--- src/rtl/hsi_tx_sequencer.sv ---
`default_nettype none
// ============================================================================
//  Module      : hsi_tx_sequencer
//  Description : HSI transmit frame sequencer. Requests payload bytes from
//                the SDP source, then CRC bytes from the CRC generator, and
//                loads each granted byte into the serializer. Each source
//                response is supervised by a wait timeout.
//  Revision    : 1.0  initial release
// ============================================================================
module hsi_tx_sequencer #(
    parameter int LEN_W     = 8,
    parameter int CRC_BYTES = 2,
    parameter int TIMEOUT   = 64
) (
    input  logic             clk,
    input  logic             rst_n,
    input  logic             start,
    input  logic [LEN_W-1:0] frame_len,
    input  logic             abort,
    input  logic             ser_busy,
    input  logic             d_rdy,
    output logic [1:0]       tx_state,
    output logic             sdp_req,
    output logic             crc_req,
    output logic             ser_load,
    output logic             crc_init,
    output logic             crc_en,
    output logic             busy,
    output logic             done,
    output logic             err
);

    localparam int c_wait_w = $clog2(TIMEOUT + 1);
    localparam int c_crc_w  = 3;

    localparam logic [c_wait_w-1:0] c_wait_last = c_wait_w'(TIMEOUT - 1);
    localparam logic [c_crc_w-1:0]  c_crc_load  = c_crc_w'(CRC_BYTES);

    localparam logic [2:0] c_st_idle     = 3'd0;
    localparam logic [2:0] c_st_sdp_req  = 3'd1;
    localparam logic [2:0] c_st_sdp_wait = 3'd2;
    localparam logic [2:0] c_st_crc_req  = 3'd3;
    localparam logic [2:0] c_st_crc_wait = 3'd4;
    localparam logic [2:0] c_st_fin      = 3'd5;

    localparam logic [1:0] c_tx_idle = 2'b00;
    localparam logic [1:0] c_tx_sdp  = 2'b01;
    localparam logic [1:0] c_tx_crc  = 2'b10;

    logic [2:0]          r_state;
    logic [1:0]          r_tx_state;
    logic [LEN_W-1:0]    r_byte_cnt;
    logic [c_crc_w-1:0]  r_crc_cnt;
    logic [c_wait_w-1:0] r_wait_cnt;
    logic                r_crc_init;
    logic                r_busy;
    logic                r_err;

    logic w_sdp_wait;
    logic w_crc_wait;
    logic w_timeout;

    assign w_sdp_wait = (r_state == c_st_sdp_wait);
    assign w_crc_wait = (r_state == c_st_crc_wait);
    assign w_timeout  = (r_wait_cnt == c_wait_last);

    // The first SDP request is held off while crc_init is high so the CRC
    // generator is always cleared strictly before the first payload request.
    assign sdp_req  = (r_state == c_st_sdp_req) && !ser_busy && !abort && !r_crc_init;
    assign crc_req  = (r_state == c_st_crc_req) && !ser_busy && !abort;
    // Abort wins over a byte arriving in the same cycle.
    assign ser_load = (w_sdp_wait || w_crc_wait) && d_rdy && !abort;
    assign crc_en   = w_sdp_wait && d_rdy && !abort;
    assign done     = (r_state == c_st_fin) && !ser_busy && !abort;

    assign tx_state = r_tx_state;
    assign crc_init = r_crc_init;
    assign busy     = r_busy;
    assign err      = r_err;

    // Frame sequencing FSM with registered tx_state / busy / crc_init / err.
    always_ff @(posedge clk or negedge rst_n) begin
        if (!rst_n) begin
            r_state    <= c_st_idle;
            r_tx_state <= c_tx_idle;
            r_byte_cnt <= '0;
            r_crc_cnt  <= '0;
            r_wait_cnt <= '0;
            r_crc_init <= 1'b0;
            r_busy     <= 1'b0;
            r_err      <= 1'b0;
        end else begin
            r_crc_init <= 1'b0;
            r_err      <= 1'b0;
            if ((r_state != c_st_idle) && abort) begin
                r_state    <= c_st_idle;
                r_tx_state <= c_tx_idle;
                r_busy     <= 1'b0;
                r_err      <= 1'b1;
            end else begin
                case (r_state)
                    c_st_idle: begin
                        if (start && (frame_len != '0)) begin
                            r_byte_cnt <= frame_len;
                            r_crc_init <= 1'b1;
                            r_state    <= c_st_sdp_req;
                            r_tx_state <= c_tx_sdp;
                            r_busy     <= 1'b1;
                        end
                    end
                    c_st_sdp_req: begin
                        if (sdp_req) begin
                            r_state    <= c_st_sdp_wait;
                            r_wait_cnt <= '0;
                        end
                    end
                    c_st_sdp_wait: begin
                        if (d_rdy) begin
                            r_byte_cnt <= r_byte_cnt - LEN_W'(1);
                            if (r_byte_cnt == LEN_W'(1)) begin
                                r_state    <= c_st_crc_req;
                                r_tx_state <= c_tx_crc;
                                r_crc_cnt  <= c_crc_load;
                            end else begin
                                r_state <= c_st_sdp_req;
                            end
                        end else if (w_timeout) begin
                            r_state    <= c_st_idle;
                            r_tx_state <= c_tx_idle;
                            r_busy     <= 1'b0;
                            r_err      <= 1'b1;
                        end else begin
                            r_wait_cnt <= r_wait_cnt + c_wait_w'(1);
                        end
                    end
                    c_st_crc_req: begin
                        if (crc_req) begin
                            r_state    <= c_st_crc_wait;
                            r_wait_cnt <= '0;
                        end
                    end
                    c_st_crc_wait: begin
                        if (d_rdy) begin
                            r_crc_cnt <= r_crc_cnt - c_crc_w'(1);
                            if (r_crc_cnt == c_crc_w'(1)) begin
                                r_state    <= c_st_fin;
                                r_tx_state <= c_tx_idle;
                            end else begin
                                r_state <= c_st_crc_req;
                            end
                        end else if (w_timeout) begin
                            r_state    <= c_st_idle;
                            r_tx_state <= c_tx_idle;
                            r_busy     <= 1'b0;
                            r_err      <= 1'b1;
                        end else begin
                            r_wait_cnt <= r_wait_cnt + c_wait_w'(1);
                        end
                    end
                    c_st_fin: begin
                        // Hold until the last byte has left the serializer.
                        if (!ser_busy) begin
                            r_state <= c_st_idle;
                            r_busy  <= 1'b0;
                        end
                    end
                    default: begin
                        r_state    <= c_st_idle;
                        r_tx_state <= c_tx_idle;
                        r_busy     <= 1'b0;
                    end
                endcase
            end
        end
    end

endmodule
`default_nettype wire

--- config.mk ---
export PLATFORM = sky130hd
export DESIGN_NAME = hsi_tx_sequencer
export DESIGN_NICKNAME = d
export VERILOG_FILES = /design/src/rtl/hsi_tx_sequencer.sv
export SDC_FILE = /design/constraint.sdc
export NUM_CORES = 1
export LEC_CHECK = 0
export CAP_MARGIN = 20
export CELL_PAD_IN_SITES_DETAIL_PLACEMENT = 1
export CELL_PAD_IN_SITES_GLOBAL_PLACEMENT = 2
export CORE_ASPECT_RATIO = 1.4
export CORE_MARGIN = 4
export CORE_UTILIZATION = 32
export DETAILED_ROUTE_END_ITERATION = 8
export PLACE_DENSITY_LB_ADDON = 0.2
export RECOVER_POWER = 50
export SKIP_LAST_GASP = 1
export SYNTH_ARGS = -nofsm -noshare
export SYNTH_HDL_FRONTEND = slang
export SYNTH_SLANG_ARGS = --single-unit
export TNS_END_PERCENT = 100
--- constraint.sdc ---
create_clock -name clk -period 2.5 [get_ports clk]
set_input_delay 0.5 -clock clk [delete_from_list [all_inputs] [get_ports clk]]
set_output_delay 0.5 -clock clk [all_outputs]
set_load 0.005 [all_outputs]
==> results of run 1 <==
[registers in the layout, summed over array words and instances (netlist names)]
name / cells
r_byte_cnt: 8
r_wait_cnt: 7
r_crc_cnt: 3
r_state: 3
tx_state: 2
busy: 1
crc_init: 1
err: 1
[worst max-delay path, cell delays in order]
cell and delay [ns]:
clkdlybuf4s50_1 0.48, nor3_1 0.33, and2_1 0.21, clkdlybuf4s50_1 0.50
[how the worst max path moves through the flow]
stage / from / slack, ns / endpoint
final: abort / -0.02 / crc_req
after global routing: abort / -0.07 / sdp_req
after CTS: abort / -0.03 / ser_load
after detailed placement: abort / -0.04 / sdp_req
after global placement: abort / 0.02 / sdp_req
after floorplan: frame_len[6] / 0.47 / r_byte_cnt[2]
[power groups by stage]
stage | combinational [uW] | clock [uW] | sequential, uW
2_1_floorplan | 632 | 0 | 662
3_3_place_gp | 891 | 0 | 715
3_5_place_dp | 934 | 0 | 728
4_1_cts | 935 | 293 | 723
5_1_grt | 1060 | 311 | 739
6_report | 941 | 278 | 718
[cell usage after synthesis, types with 2 or more instances]
master / instances
nor3_1: 6
o21ai_0: 12
nand2b_1: 8
and2_1: 2
nand2_1: 17
inv_1: 7
nand4_1: 5
nand3_1: 9
a31oi_1: 4
nand3b_1: 2
a31o_2: 2
dfrtp_1: 26
nor4_1: 2
a22oi_1: 2
a21oi_1: 20
o22ai_1: 2
ha_1: 5
buf_6: 2
nor2_1: 23
clkbuf_1: 7
nor4b_1: 2
mux2i_1: 3
a21oi_2: 2
o31ai_1: 4
or2_2: 4
[cells by family (layout without fill, tap and decap cells)]
kind of cell,count (synthesis),count (layout)
mux,3,3
fa+ha+maj,6,6
xor+xnor,1,1
simple gates,90,90
compound gates,58,58
buf+inv,19,57
flops,26,26
[final cells by class]
| class | instances | area, um^2 | area share |
|---|---|---|---|
| clock buffer | 4 | 55.1 | 0.0251 |
| inverter | 7 | 26.3 | 0.0120 |
| multi-input combinational | 158 | 966 | 0.440 |
| sequential | 26 | 654 | 0.298 |
| tap | 66 | 82.6 | 0.0376 |
| timing repair buffer | 46 | 412 | 0.187 |
[cells in the final DEF (no fill, tap or decap), types with 2 or more instances in the layout]
cell type,netlist,layout
inv_1,7,7
a21oi_1,20,20
o31ai_1,4,4
nor3_1,6,5
and2_1,2,2
ha_1,5,5
nand2_1,17,17
dlygate4sd3_1,0,4
a22oi_1,2,2
buf_4,0,21
clkbuf_8,1,4
clkdlybuf4s50_1,0,19
nor2_2,0,2
dfrtp_1,26,23
a21oi_2,2,2
dfrtp_2,0,3
nand2b_1,8,8
o22ai_1,2,2
nand4_1,5,5
or2_2,4,4
nand3_1,9,9
a31o_2,2,2
o21ai_0,12,12
nor4b_1,2,2
nor2_1,23,21
nand3b_1,2,2
mux2i_1,3,3
a31oi_1,4,4
nor4_1,2,2
[per-stage QoR]
step	util	setup slack, ns
2_1_floorplan	-	0.471
3_3_place_gp	0.410	0.0248
3_5_place_dp	0.410	-0.0360
4_1_cts	0.422	-0.0345
5_1_grt	0.426	-0.0674
6_report	0.426	-0.0231
[per-layer routing]
metal  vias to the layer above  global-route usage
met5                         -                   0
met4                         0              0.0288
met3                         2              0.0245
met2                        24               0.307
met1                       823               0.179
li1                        800                   -
[repair_timing]
item | 4_1_cts | 5_1_grt
gates resized for setup | 3 | 3
pin swaps | 0 | 0
endpoints found under the setup margin | 4 | 4
setup buffers | 0 | 2
==> impl_metrics.json, run 1 <==
{
  "drt_iter0_markers": 67,
  "comb_power_share": 0.486,
  "violations": "max-capacitance violations, max-slew violations, negative setup slack",
  "synth_seq_area_share": 0.382,
  "wirelength_um": 5050,
  "setup_slack_ns": -0.0231,
  "finalHoldViolations": 0,
  "syn-cell-area_mm2": 0.00170,
  "cts_sinks": 26,
  "reg2regPathDepth": 6,
  "num_vias": 1649,
  "arrival_ns": 2.02,
  "start_kind": "input pin",
  "hold_path_end": "r_wait_cnt[5]",
  "p_seq_frac": 0.371,
  "async_reset_ff_frac": 1.00,
  "p_int_uw": 1150,
  "cts_tree": "yes",
  "critical_path_class": "in2out",
  "dieArea_mm2": 0.00657,
  "rows": 31,
  "diodes": 0,
  "route.detailed.drc": 0,
  "rsz0062_at_grt": "yes",
  "fillers": 613,
  "hold_path.class": "reg2reg",
  "worstPathRequired_ns": 2.00,
  "cp_max_fo": 4,
  "netlist.area_leader.share": 0.382,
  "power_uw": 1940,
  "final_nets": 261,
  "ff2ff_setup_slack_ns": 0.49,
  "vias_per_cell": 5.37,
  "fmax_mhz": 396,
  "port_buffers": 23,
  "io_pins": 24,
  "dp.cells": 301,
  "leakage_uw": 0.000898,
  "synth_top_family_by_area": "simple AND/OR/NAND/NOR gates",
  "drv_cap": 1,
  "cts_htree_levels": 1,
  "synth.largest_area_cell": "dfrtp_1",
  "hold_slack_ns": 0.490,
  "yosys_most_used_dff": "dfrtp_1",
  "slew_violations": 27,
  "worstSkewPairLatency_ns": 0.27,
  "post_drt_wl_per_cell_um": 16.5,
  "setup_viol": 2,
  "synth.ff_latch_count": 26,
  "synth_xor_area_frac": 0.00514,
  "grt_overflow_total": 0,
  "p_clk_frac": 0.144,
  "wl_met1_um": 2130,
  "critPathCaptureType": "output port",
  "antenna_found_initial": 0,
  "swShare": 0.406,
  "highest_layer": "met4",
  "fin_crit_sh": 1.01,
  "synth_simple_gate_area_share": 0.278,
  "drive_gt1_frac": 0.195,
  "synth_cell_types": 50,
  "routed-wl-met2_um": 2750,
  "finalInstanceArea_mm2": 0.00220,
  "fin_crit_ns": 2.52,
  "coreArea_mm2": 0.00516,
  "grt_pass1_wl_um": 8350,
  "fin_cells": 307,
  "gp_congestion": 0.816,
  "outcome": "finished with violations",
  "hpwl_um": 3900,
  "cts-root-buf": "clkbuf_8",
  "setup_tns_ns": -0.0352,
  "area_growth_pct": 28.9,
  "cts_buffers": 3,
  "min-delay-start": "r_wait_cnt[5]",
  "syn-mean-instance-area_um2": 8.39,
  "holdPathStages": 1,
  "r2r-end": "r_wait_cnt[4]",
  "start_util": 0.330,
  "netlist_instances": 203,
  "clockBufferDepth": 2,
  "tightest_slew_ns": 1.53,
  "skew_ns": 0.00369,
  "clkTransAtPathRegs_ns": 0.09,
  "grt_max_degree": 27,
  "synthAdderAreaFrac": 0.0426,
  "muxShareOfSynthArea": 0.0176,
  "peakVddDrop_mv": 0.315,
  "max_slew_margin": -0.0211,
  "track_usage": 0.156,
  "synth_nets": 222,
  "switchingPower_uw": 786,
  "die-height_um": 94.3,
  "ant_nets": 0,
  "grt_pass1_vias": 1727,
  "synth-edff-count": 0,
  "synth_compound_area_frac": 0.218,
  "ys_warn_count": 0,
  "firstDrtPassIters": 4,
  "powerDensity_mw_per_mm2": 883,
  "wl_met3_um": 146,
  "yosys-top-cells-area": "dfrtp_1, a21oi_1, nor2_1, nand2_1, ha_1",
  "r2r_start": "r_wait_cnt[0]",
  "cts_hold_buf": 0,
  "dpl_cell_area_mm2": 0.00212,
  "die-width_um": 69.7
}
Power figures use the tool's default switching activity.
==> run 2: changes to the inputs <==
--- a/config.mk
+++ b/config.mk
@@ -13,7 +13,7 @@
 export CORE_UTILIZATION = 32
 export DETAILED_ROUTE_END_ITERATION = 8
 export PLACE_DENSITY_LB_ADDON = 0.2
-export RECOVER_POWER = 50
+export RECOVER_POWER = 25
 export SKIP_LAST_GASP = 1
 export SYNTH_ARGS = -nofsm -noshare
 export SYNTH_HDL_FRONTEND = slang
==> run 2 against run 1 <==
Net effect: the flow still finishes with violations (max-capacitance violations, max-slew violations, negative setup slack); first-iteration DRC count is the same; sequential share of layout area did not move; routed wire length is essentially flat; core utilization did not move; clock power about the same; critical path type unchanged; highest routed layer unchanged.
==> impl_metrics.json, run 2 (synthesized netlist as in run 1, its figures left out) <==
{
  "grtUsageMet1": 0.179,
  "grt_pass1_wl_um": 8350,
  "cts_tree": "yes",
  "fmax_mhz": 398,
  "finalInstanceArea_mm2": 0.00220,
  "worstSkewPairLatency_ns": 0.27,
  "grt_overflow_total": 0,
  "ant_nets": 0,
  "timing.critical_path.cells": "clkdlybuf4s50_1 > nor3_1 > and2_1 > clkdlybuf4s50_1",
  "track_usage": 0.156,
  "hold_path.class": "reg2reg",
  "slew_violations": 27,
  "powerDensity_mw_per_mm2": 886,
  "vias_per_cell": 5.37,
  "cts-root-buf": "clkbuf_8",
  "dpl_cell_area_mm2": 0.00212,
  "met2_usage": 0.307,
  "area_growth_pct": 28.9,
  "finalHoldViolations": 0,
  "leakage_uw": 0.000893,
  "hold_slack_ns": 0.490,
  "num_vias": 1649,
  "start_kind": "input pin",
  "peakVddDrop_mv": 0.315,
  "violations": "max-capacitance violations, max-slew violations, negative setup slack",
  "clockBufferDepth": 2,
  "path_depth": 4,
  "arrival_ns": 2.01,
  "coreArea_mm2": 0.00516,
  "setup_viol": 2,
  "rows": 31,
  "gp_congestion": 0.816,
  "io_pins": 24,
  "cp.buffers_inverters": 2,
  "dieArea_mm2": 0.00657,
  "outcome": "finished with violations",
  "wirelength_um": 5060,
  "cts_hold_buf": 0,
  "fillers": 613,
  "firstDrtPassIters": 4,
  "max_slew_margin": -0.0239,
  "grt_most_used_layer": "met2",
  "setup_slack_ns": -0.0112,
  "drive_gt1_frac": 0.195,
  "regMostFlops": "r_byte_cnt",
  "drt_iter0_markers": 67,
  "rsz0062_at_grt": "yes",
  "largest_reg_flops": 8,
  "start_util": 0.330,
  "holdPathStages": 1,
  "multi_input_area_um2": 966,
  "utilization": 0.426,
  "final_nets": 261,
  "post_drt_wl_per_cell_um": 16.5,
  "critPathCaptureType": "output port",
  "critical_path_class": "in2out",
  "fin_crit_ns": 2.51,
  "skew_ns": 0.00266,
  "ff2ff_setup_slack_ns": 0.49,
  "cp_max_fo": 4,
  "die-width_um": 69.7,
  "path_common_cell": "clkdlybuf4s50_1",
  "worstPathRequired_ns": 2.00,
  "hpwl_um": 3900,
  "die-height_um": 94.3,
  "largestRegisters": "r_byte_cnt x8, r_wait_cnt x7",
  "critical-path-top-delay-family": "buffers and inverters",
  "cts_buffers": 3,
  "clkTransAtPathRegs_ns": 0.09,
  "fin_cells": 307,
  "fin_crit_sh": 1.00,
  "final_common_cell": "dfrtp_1",
  "tightest_slew_ns": 1.54,
  "grt.met3_usage": 0.0245,
  "cts_htree_levels": 1,
  "grt_max_degree": 27,
  "cpPeakStageDelay_ns": 0.50,
  "setup_tns_ns": -0.0161,
  "regArea_um2": 654,
  "mostFrequentLayoutCells": "dfrtp_1, clkdlybuf4s50_1, nor2_1, buf_4, a21oi_1",
  "drv_cap": 1,
  "reg2regPathDepth": 6,
  "port_buffers": 23,
  "grt_pass1_vias": 1727,
  "cts_sinks": 26,
  "dp.cells": 301,
  "antenna_found_initial": 0,
  "route.detailed.drc": 0,
  "diodes": 0,
  "slowest_stage": "clkdlybuf4s50_1"
}
-- run 2: what timing repair did --
action	4_1_cts	5_1_grt
gates resized for setup	3	3
endpoints found under the setup margin	4	4
cloned	0	0
buffers inserted	0	2
-- run 2: through the flow --
step	setup WS [ns]	power, uW
final	-0.0112	1950
after global routing	-0.0674	2110
after CTS	-0.0345	1950
after detailed placement	-0.0360	1660
after global placement	0.0248	1610
after floorplan	0.471	1290
-- run 2: final timing paths --
kind	start	endpoint
setup reg to reg	r_wait_cnt[0]	r_wait_cnt[4]
hold / removal	r_wait_cnt[5]	r_wait_cnt[5]
max in group asynchronous	rst_n	r_state[1]
setup / recovery	abort	crc_req
hold reg to reg	r_wait_cnt[5]	r_wait_cnt[5]
min in group asynchronous	rst_n	r_byte_cnt[4]
-- run 2: power by group --
part | total (uW) | switching (uW) | internal [uW]
clock | 277 | 136 | 141
sequential | 720 | 159 | 561
combinational | 948 | 491 | 457
-- run 2: layout make-up --
class / count / share of cell area
timing repair buffer: 46 / 0.187
clock buffer: 4 / 0.0251
multi-input combinational: 158 / 0.440
sequential: 26 / 0.298
tap: 66 / 0.0376
inverter: 7 / 0.0120
-- run 2: per-layer routing --
metal	up-vias	part of all wire
li1	800	-
met1	822	0.43
met2	25	0.54
met3	2	0.025
met4	0	0.0051
met5	-	0
